**config.mk**
```make
export PLATFORM = sky130hd
export DESIGN_NAME = mult_host
export DESIGN_NICKNAME = d
export VERILOG_FILES = /design/src/rtl/mult_host.sv
export SDC_FILE = /design/constraint.sdc
export NUM_CORES = 1
export LEC_CHECK = 0
export CAP_MARGIN = 30
export CORE_ASPECT_RATIO = 1.5
export CORE_MARGIN = 3
export CORE_UTILIZATION = 48
export CTS_CLUSTER_SIZE = 30
export DETAILED_ROUTE_END_ITERATION = 16
export HOLD_SLACK_MARGIN = 0.03
export PLACE_DENSITY = 0.79
export SYNTH_ARGS = -nofsm -noshare
export SYNTH_HDL_FRONTEND = slang
export SYNTH_SLANG_ARGS = --single-unit
```
**constraint.sdc**
```tcl
create_clock -name clk -period 1.66 [get_ports clk]
set_input_delay 0.332 -clock clk [delete_from_list [all_inputs] [get_ports clk]]
set_output_delay 0.332 -clock clk [all_outputs]
set_load 0.02 [all_outputs]
```
**src/rtl/mult_host.sv**
```systemverilog
// ============================================================================
// Module   : mult_host
// Brief    : Initiator-side controller for a serial Booth multiplier. It takes
//            a signed WxW request and returns the 2W-bit product, or an error
//            when the multiplier times out. Optional build macro
//            MULT_HOST_CHECK_EN adds a local product cross-check (chk_mismatch).
// Revision : 1.0 - initial release
// ============================================================================
`default_nettype none

module mult_host #(
    parameter int W       = 5,
    parameter int TIMEOUT = 64,
    parameter int TW      = 7
) (
    input  logic           clk,
    input  logic           rst,
    input  logic           req_valid,
    output logic           req_ready,
    input  logic [W-1:0]   req_a,
    input  logic [W-1:0]   req_b,
    output logic           rsp_valid,
    input  logic           rsp_ready,
    output logic [2*W-1:0] rsp_product,
    output logic           rsp_err,
    output logic           mul_rst,
    output logic           mul_start,
    output logic [W-1:0]   mul_data_in,
    input  logic [W-1:0]   mul_data_out,
    input  logic           mul_done
`ifdef MULT_HOST_CHECK_EN
    ,
    output logic           chk_mismatch
`endif
);

    typedef enum logic [2:0] {
        IDLE   = 3'd0,
        CLR    = 3'd1,
        START  = 3'd2,
        SEND_A = 3'd3,
        SEND_B = 3'd4,
        WAIT   = 3'd5,
        CAP_LO = 3'd6,
        RESP   = 3'd7
    } state_t;

    localparam logic [TW-1:0] c_cnt_last = TW'(TIMEOUT - 1);

    state_t           state_q, state_d;
    logic [W-1:0]     a_q, a_d;
    logic [W-1:0]     b_q, b_d;
    logic [TW-1:0]    cnt_q, cnt_d;
    logic [2*W-1:0]   prod_q, prod_d;
    logic             err_q, err_d;

    always_ff @(posedge clk or negedge rst) begin
        if (!rst) begin
            state_q <= IDLE;
            a_q     <= '0;
            b_q     <= '0;
            cnt_q   <= '0;
            prod_q  <= '0;
            err_q   <= 1'b0;
        end else begin
            state_q <= state_d;
            a_q     <= a_d;
            b_q     <= b_d;
            cnt_q   <= cnt_d;
            prod_q  <= prod_d;
            err_q   <= err_d;
        end
    end

    always_comb begin
        state_d = state_q;
        a_d     = a_q;
        b_d     = b_q;
        cnt_d   = cnt_q;
        prod_d  = prod_q;
        err_d   = err_q;
        case (state_q)
            IDLE: begin
                if (req_valid) begin
                    a_d     = req_a;
                    b_d     = req_b;
                    state_d = CLR;
                end
            end
            CLR:    state_d = START;
            START:  state_d = SEND_A;
            SEND_A: state_d = SEND_B;
            SEND_B: begin
                cnt_d   = '0;
                state_d = WAIT;
            end
            WAIT: begin
                cnt_d = cnt_q + 1'b1;
                // done wins over an expiring timeout in the same cycle
                if (mul_done) begin
                    prod_d[2*W-1:W] = mul_data_out;
                    state_d         = CAP_LO;
                end else if (cnt_q == c_cnt_last) begin
                    err_d   = 1'b1;
                    prod_d  = '0;
                    state_d = RESP;
                end
            end
            CAP_LO: begin
                prod_d[W-1:0] = mul_data_out;
                state_d       = RESP;
            end
            RESP: begin
                if (rsp_ready) begin
                    err_d   = 1'b0;
                    state_d = IDLE;
                end
            end
            default: state_d = IDLE;
        endcase
    end

    // Decoded straight from state so reset drops the strobes without a clock
    always_comb begin
        req_ready   = (state_q == IDLE);
        mul_rst     = (state_q == CLR);
        mul_start   = (state_q == START);
        rsp_valid   = (state_q == RESP);
        mul_data_in = '0;
        if (state_q == SEND_A) mul_data_in = a_q;
        if (state_q == SEND_B) mul_data_in = b_q;
    end

    assign rsp_product = prod_q;
    assign rsp_err     = err_q;

`ifdef MULT_HOST_CHECK_EN
    logic signed [2*W-1:0] local_prod;
    assign local_prod   = $signed(a_q) * $signed(b_q);
    assign chk_mismatch = (state_q == RESP) && !err_q && (local_prod != $signed(prod_q));
`endif

endmodule

`default_nettype wire

```
# Word level (Yosys, flattened, before mapping)
# Cells that the tools add are included.
# word_totals
mem_bits_ro,0
register_bits,31
output_inout_bits,20
ramBits,0
n_memories,0
latchBits,0
# classes
mul,0
n_div,0
eq_ne,13
n_reduce_logical,10
bitwise_logic,0
mux,16
shift,0
n_addsub,1
n_lt_le_gt_ge,0
# ops
op,count
3-bit case mux with 8 select lines,1
5-bit 2-to-1 mux,4
7-bit case mux with 2 select lines,1
"3-bit == test, second input constant",4
3-bit 2-to-1 mux,4
10-bit 2-to-1 mux,1
5-bit case mux with 2 select lines,1
2-bit nonzero test,4
"7-bit by 1-bit adder with 7-bit output, second input constant",1
"7-bit by 6-bit == test with 1-bit output, second input constant",1
"3-bit by 2-bit == test with 1-bit output, second input constant",2
"2-bit != test, second input constant",3
3-bit AND reduction,2
2-bit AND reduction,2
4-bit AND reduction,1
"3-bit by 1-bit == test with 1-bit output, second input constant",1
3-bit zero test,1
1-bit 2-to-1 mux,3
"3-bit != test, second input constant",1
"2-bit by 1-bit != test with 1-bit output, second input constant",1
1-bit case mux with 2 select lines,1

# Longest topological paths before layout
# Gate-level depths: netlist (run 1).
# logic_depth
word_depth,4
mapped_depth,5

# Least setup slack after synthesis (run 1)
# OpenSTA, ideal clock, no wires.
# synth_path
kind,flip-flop to flip-flop
start,reg state_q[1]
end,reg a_q[0]
arrival_ns,1.700
path_stages_with_launch,6
slack_ns,-0.165
path_buffers,2
setup_ns,0.125
synth_period_minus_slack_ns,1.825
path_cell_list,dfrtp_1 -> buf_6 -> nor3_1 -> and2_1 -> buf_4 -> mux2_2
# synth_via
elab_chain_len,2
# synth_lines
element,line,text
start: declaration,50,"state_t state_q, state_d;"
start signal: assignment,66,state_q <= state_d;
3-bit zero test,--,
named net req_ready,19,"output logic req_ready,"
2-bit AND reduction (no line),--,
end signal: assignment,60,a_q <= '0;
end signal: assignment,67,a_q <= a_d;
end: declaration,51,"logic [W-1:0] a_q, a_d;"
# The timed path passes the listed nets, and every way through them passes these cells.
# A chain may end at the register's enable or synchronous reset.

# Worst setup path after layout (run 1)
# layout_path
start,reg state_q[2]
end,out mul_data_in[2]
# layout_via
elab_chain_len,3
word_cells_on_any_way,4
# layout_lines
element,line,text
3-bit by 2-bit == test with 1-bit output,130,if (state_q == SEND_A) mul_data_in = a_q;
5-bit 2-to-1 mux,130,
5-bit 2-to-1 mux *,131,if (state_q == SEND_B) mul_data_in = b_q;
end: declaration,28,"output logic [W-1:0] mul_data_in,"
# Mark *: on every way between the ends. The rest lies on a longest branch, timed or not.

==> summary.txt, run 1 <==
Synthesis
  – Async SR Flop Fraction: 100%
  – Net count after synthesis: 163
  – Synthesized flop and latch total: 31
  – Share of the synthesized area in the top cell type: 50.5%
  – Most common cell in the synthesized netlist: dfrtp_1
  – Yosys warning count: 0
  – Cell variety after synth: 33
  – Sequential fraction of the synthesis area: 50.5%
  – Top cells by area, synth: dfrtp_1 (50%), mux2_2 (8.8%), a22o_1 (5.1%)
  – Avg Cell Area, Syn: 10.8 um2
  – Cell Area, Synth: 0.00154 mm2
  – Area leader, netlist: dfrtp_1
  – Syn Inst Count: 142
  – Number of synthesized flops with an enable pin: 0
  – Main flop type after synthesis: dfrtp_1
  – Top cells by count, synth: dfrtp_1 (31), nand2_1 (14), o21ai_0 (13), mux2_2 (12), a22oi_1 (10)

Clock tree
  – TritonCTS clock tree: built
  – Clk buf depth: 2
  – H-tree depth: 2
  – Hold Buf Count CTS: 0
  – CTS Buf Count: 5
  – Clk_lat worst skew: 280 ps
  – Clk slew on worst S/H paths: 70 ps
  – Clock root buffer: clkbuf_8
  – Clock sink count: 31

Setup path
  – CP Cell Sequence: inv_2, nor3_2, buf_4, a22o_1, buf_6
  – CP Class: reg -> out
  – CP peak stage delay: 450 ps
  – Worst Setup End Kind: output port
  – Critical path startpoint: state_q[2]
  – Worst r2r src: state_q[0]
  – Critical path startpoint category: flop
  – Critical path fanouts, max: 5
  – Slowest CP cell: dfrtp_2
  – Required @ worst endpoint: 1330 ps
  – Worst endpoint data arrival time: 1320 ps

Global routing
  – Largest net degree at the start of global routing: 32
  – Total global-route track usage: 20.7%
  – First-pass GRT wire length: 5.93 mm
  – Initial antenna violation count: 0
  – Vias in the first global route: 1337
  – Total gr overflow: 0

Place
  – Placed Instances: 228
  – RePlAce Congestion: 0.842
  – Worst slack, placed: -148 ps
  – Detail Placement HPWL: 2.81 mm
  – PortBufs: 39

Detailed routing
  – Routed length per instance: 15.6 um
  – Drt pass-1 iters: 4
  – Drt total wl: 3.69 mm
  – Drt first-iter violations: 28
  – Post-route ant nets: 0
  – Routed vias: 1296
  – Vias per cell: 5.47
  – Residual DRC: 0

Power and ir drop
  – Power per cell area: 1900 mW/mm2
  – Flop pwr share: 34.7%
  – Sw Ratio: 39.6%
  – Post-layout total power: 0.00418 W
  – Net Switching: 0.00165 W
  – LEAKAGE: 1.00 nW
  – Logic pwr share: 51.7%
  – Internal power: 0.00252 W
  – Peak supply drop: 1240 uV
  – Clock power frac: 13.7%

Floorplanning
  – Die extent in x: 52.2 um
  – Area of the core: 0.00297 mm2
  – Starting Density: 51.7%
  – Die area: 0.00393 mm2
  – Row cnt: 24
  – Die Y: 75.3 um
  – Top Ports: 40

Job
  – Max Cap Viol: 0

Timing
  – Setup Viol. Count Final: 0
  – Final Hold Violating Endpoints: 0
  – Period minus WS final: 1650 ps
  – Setup TNS: 0 ps
  – Slew @ Worst Pin: 385 ps
  – Tcrit/Tclk final: 99.7%
  – RSZ-0062 raised after global routing: yes
  – Fin. max-slew vios: 0
  – Skew final: 5.32 ps
  – Final worst slack: 5.75 ps
  – F_max: 605 MHz
  – Max_slew headroom: 74.3%

Cells and area
  – Fraction of layout instances using a drive strength above 1: 29.3%
  – Nets: 218
  – Number of diodes: 0
  – Non-filler instance count after layout: 237
  – P&R area growth vs syn: 42.8%

Min path
  – Hold crit path type: in -> async

Outcome
  – Status: finished clean
[metal layers]
metal	track usage, %	routed length [um]	vias to the layer above
met5	0	0	-
met4	7.39	45	0
met3	7.24	188	6
met2	36.6	2040	37
met1	22.8	1410	622
li1	-	-	631
[placed cells by master, fill, tap and decap left out, types with 3 or more instances in the layout]
cell and count:
buf_2 3, buf_6 6, dfrtp_1 30, buf_4 16, inv_1 7, nand3b_1 4, clkdlybuf4s50_1 26, mux2_2 12
nand2_1 14, dlymetal6s2s_1 4, nand3_1 5, a22oi_1 10, o21ai_0 13, a22o_1 9, clkbuf_8 5
[layout make-up]
class	count	area, um2
fillers	193	778
clock inverters	3	20.0
repair buffers	56	533
flip-flops and latches	31	777
inverters	8	30.0
multi-input cells	95	717
well taps	39	48.8
clock buffers	5	68.8
[state kept, by name, indices dropped and copies added (netlist names)]
name         flops
rsp_product     10
rsp_err          1
a_q              5
b_q              5
state_q          3
cnt_q            7
[cells by family after synthesis]
logic type	Yosys count	synth area share [%]
buffers and inverters	16	5.37
AND/OR/NAND/NOR	42	16.0
flip-flops	31	50.5
multiplexers	13	9.45
adder cells (fa/ha/maj)	1	0.814
AO/OA/AOI/OAI	39	17.8
[power by group through the flow]
stage | clock network [W] | registers, W | logic [W]
final | 0.000571 | 0.00145 | 0.00216
after floorplan | 0 | 0.00151 | 0.00115
after global placement | 0 | 0.00142 | 0.00201
after CTS | 0.000590 | 0.00145 | 0.00207
after global routing | 0.000624 | 0.00151 | 0.00235
after detailed placement | 0 | 0.00146 | 0.00209
[final timing paths]
check	to	slack (ps)	depth (start not counted)
max	mul_data_in[2]	6	5
min	cnt_q[5]	440	2
max reg2reg	b_q[4]	60	5
min reg2reg	a_q[2]	530	1
max in group asynchronous	state_q[2]	910	2
min in group clk	a_q[2]	530	1
[stage by stage]
stage | cell area (um2) | hold slack, ps | util [%]
floorplan | 1550 | 36.4 | -
global placement | 2070 | 493 | 69.5
detailed placement | 2070 | 491 | 69.5
CTS | 2140 | 452 | 71.8
global route | 2190 | 463 | 73.8
finish | 2190 | 443 | 73.8
[critical path: cells and delay by family, from the launching register on]
| family | cells | cell delay, ps |
|---|---|---|
| DFF | 1 | 450 |
| and+or+nand+nor | 1 | 30 |
| AOI/OAI and AO/OA | 1 | 200 |
| buffers and inverters | 3 | 350 |
[timing repair]
item | CTS | global route
pin swaps | 1 | 0
resized for setup | 43 | 19
buffers inserted | 1 | 1
endpoints found under the setup margin | 9 | 21
No activity file was read; power rests on OpenSTA's default activity.
==> run 2: changes to the inputs <==
Settings changed: SLEW_MARGIN set to 20.
==> results of run 2 <==
Same layout as run 1: the final DEF is identical, and so are final timing and power.
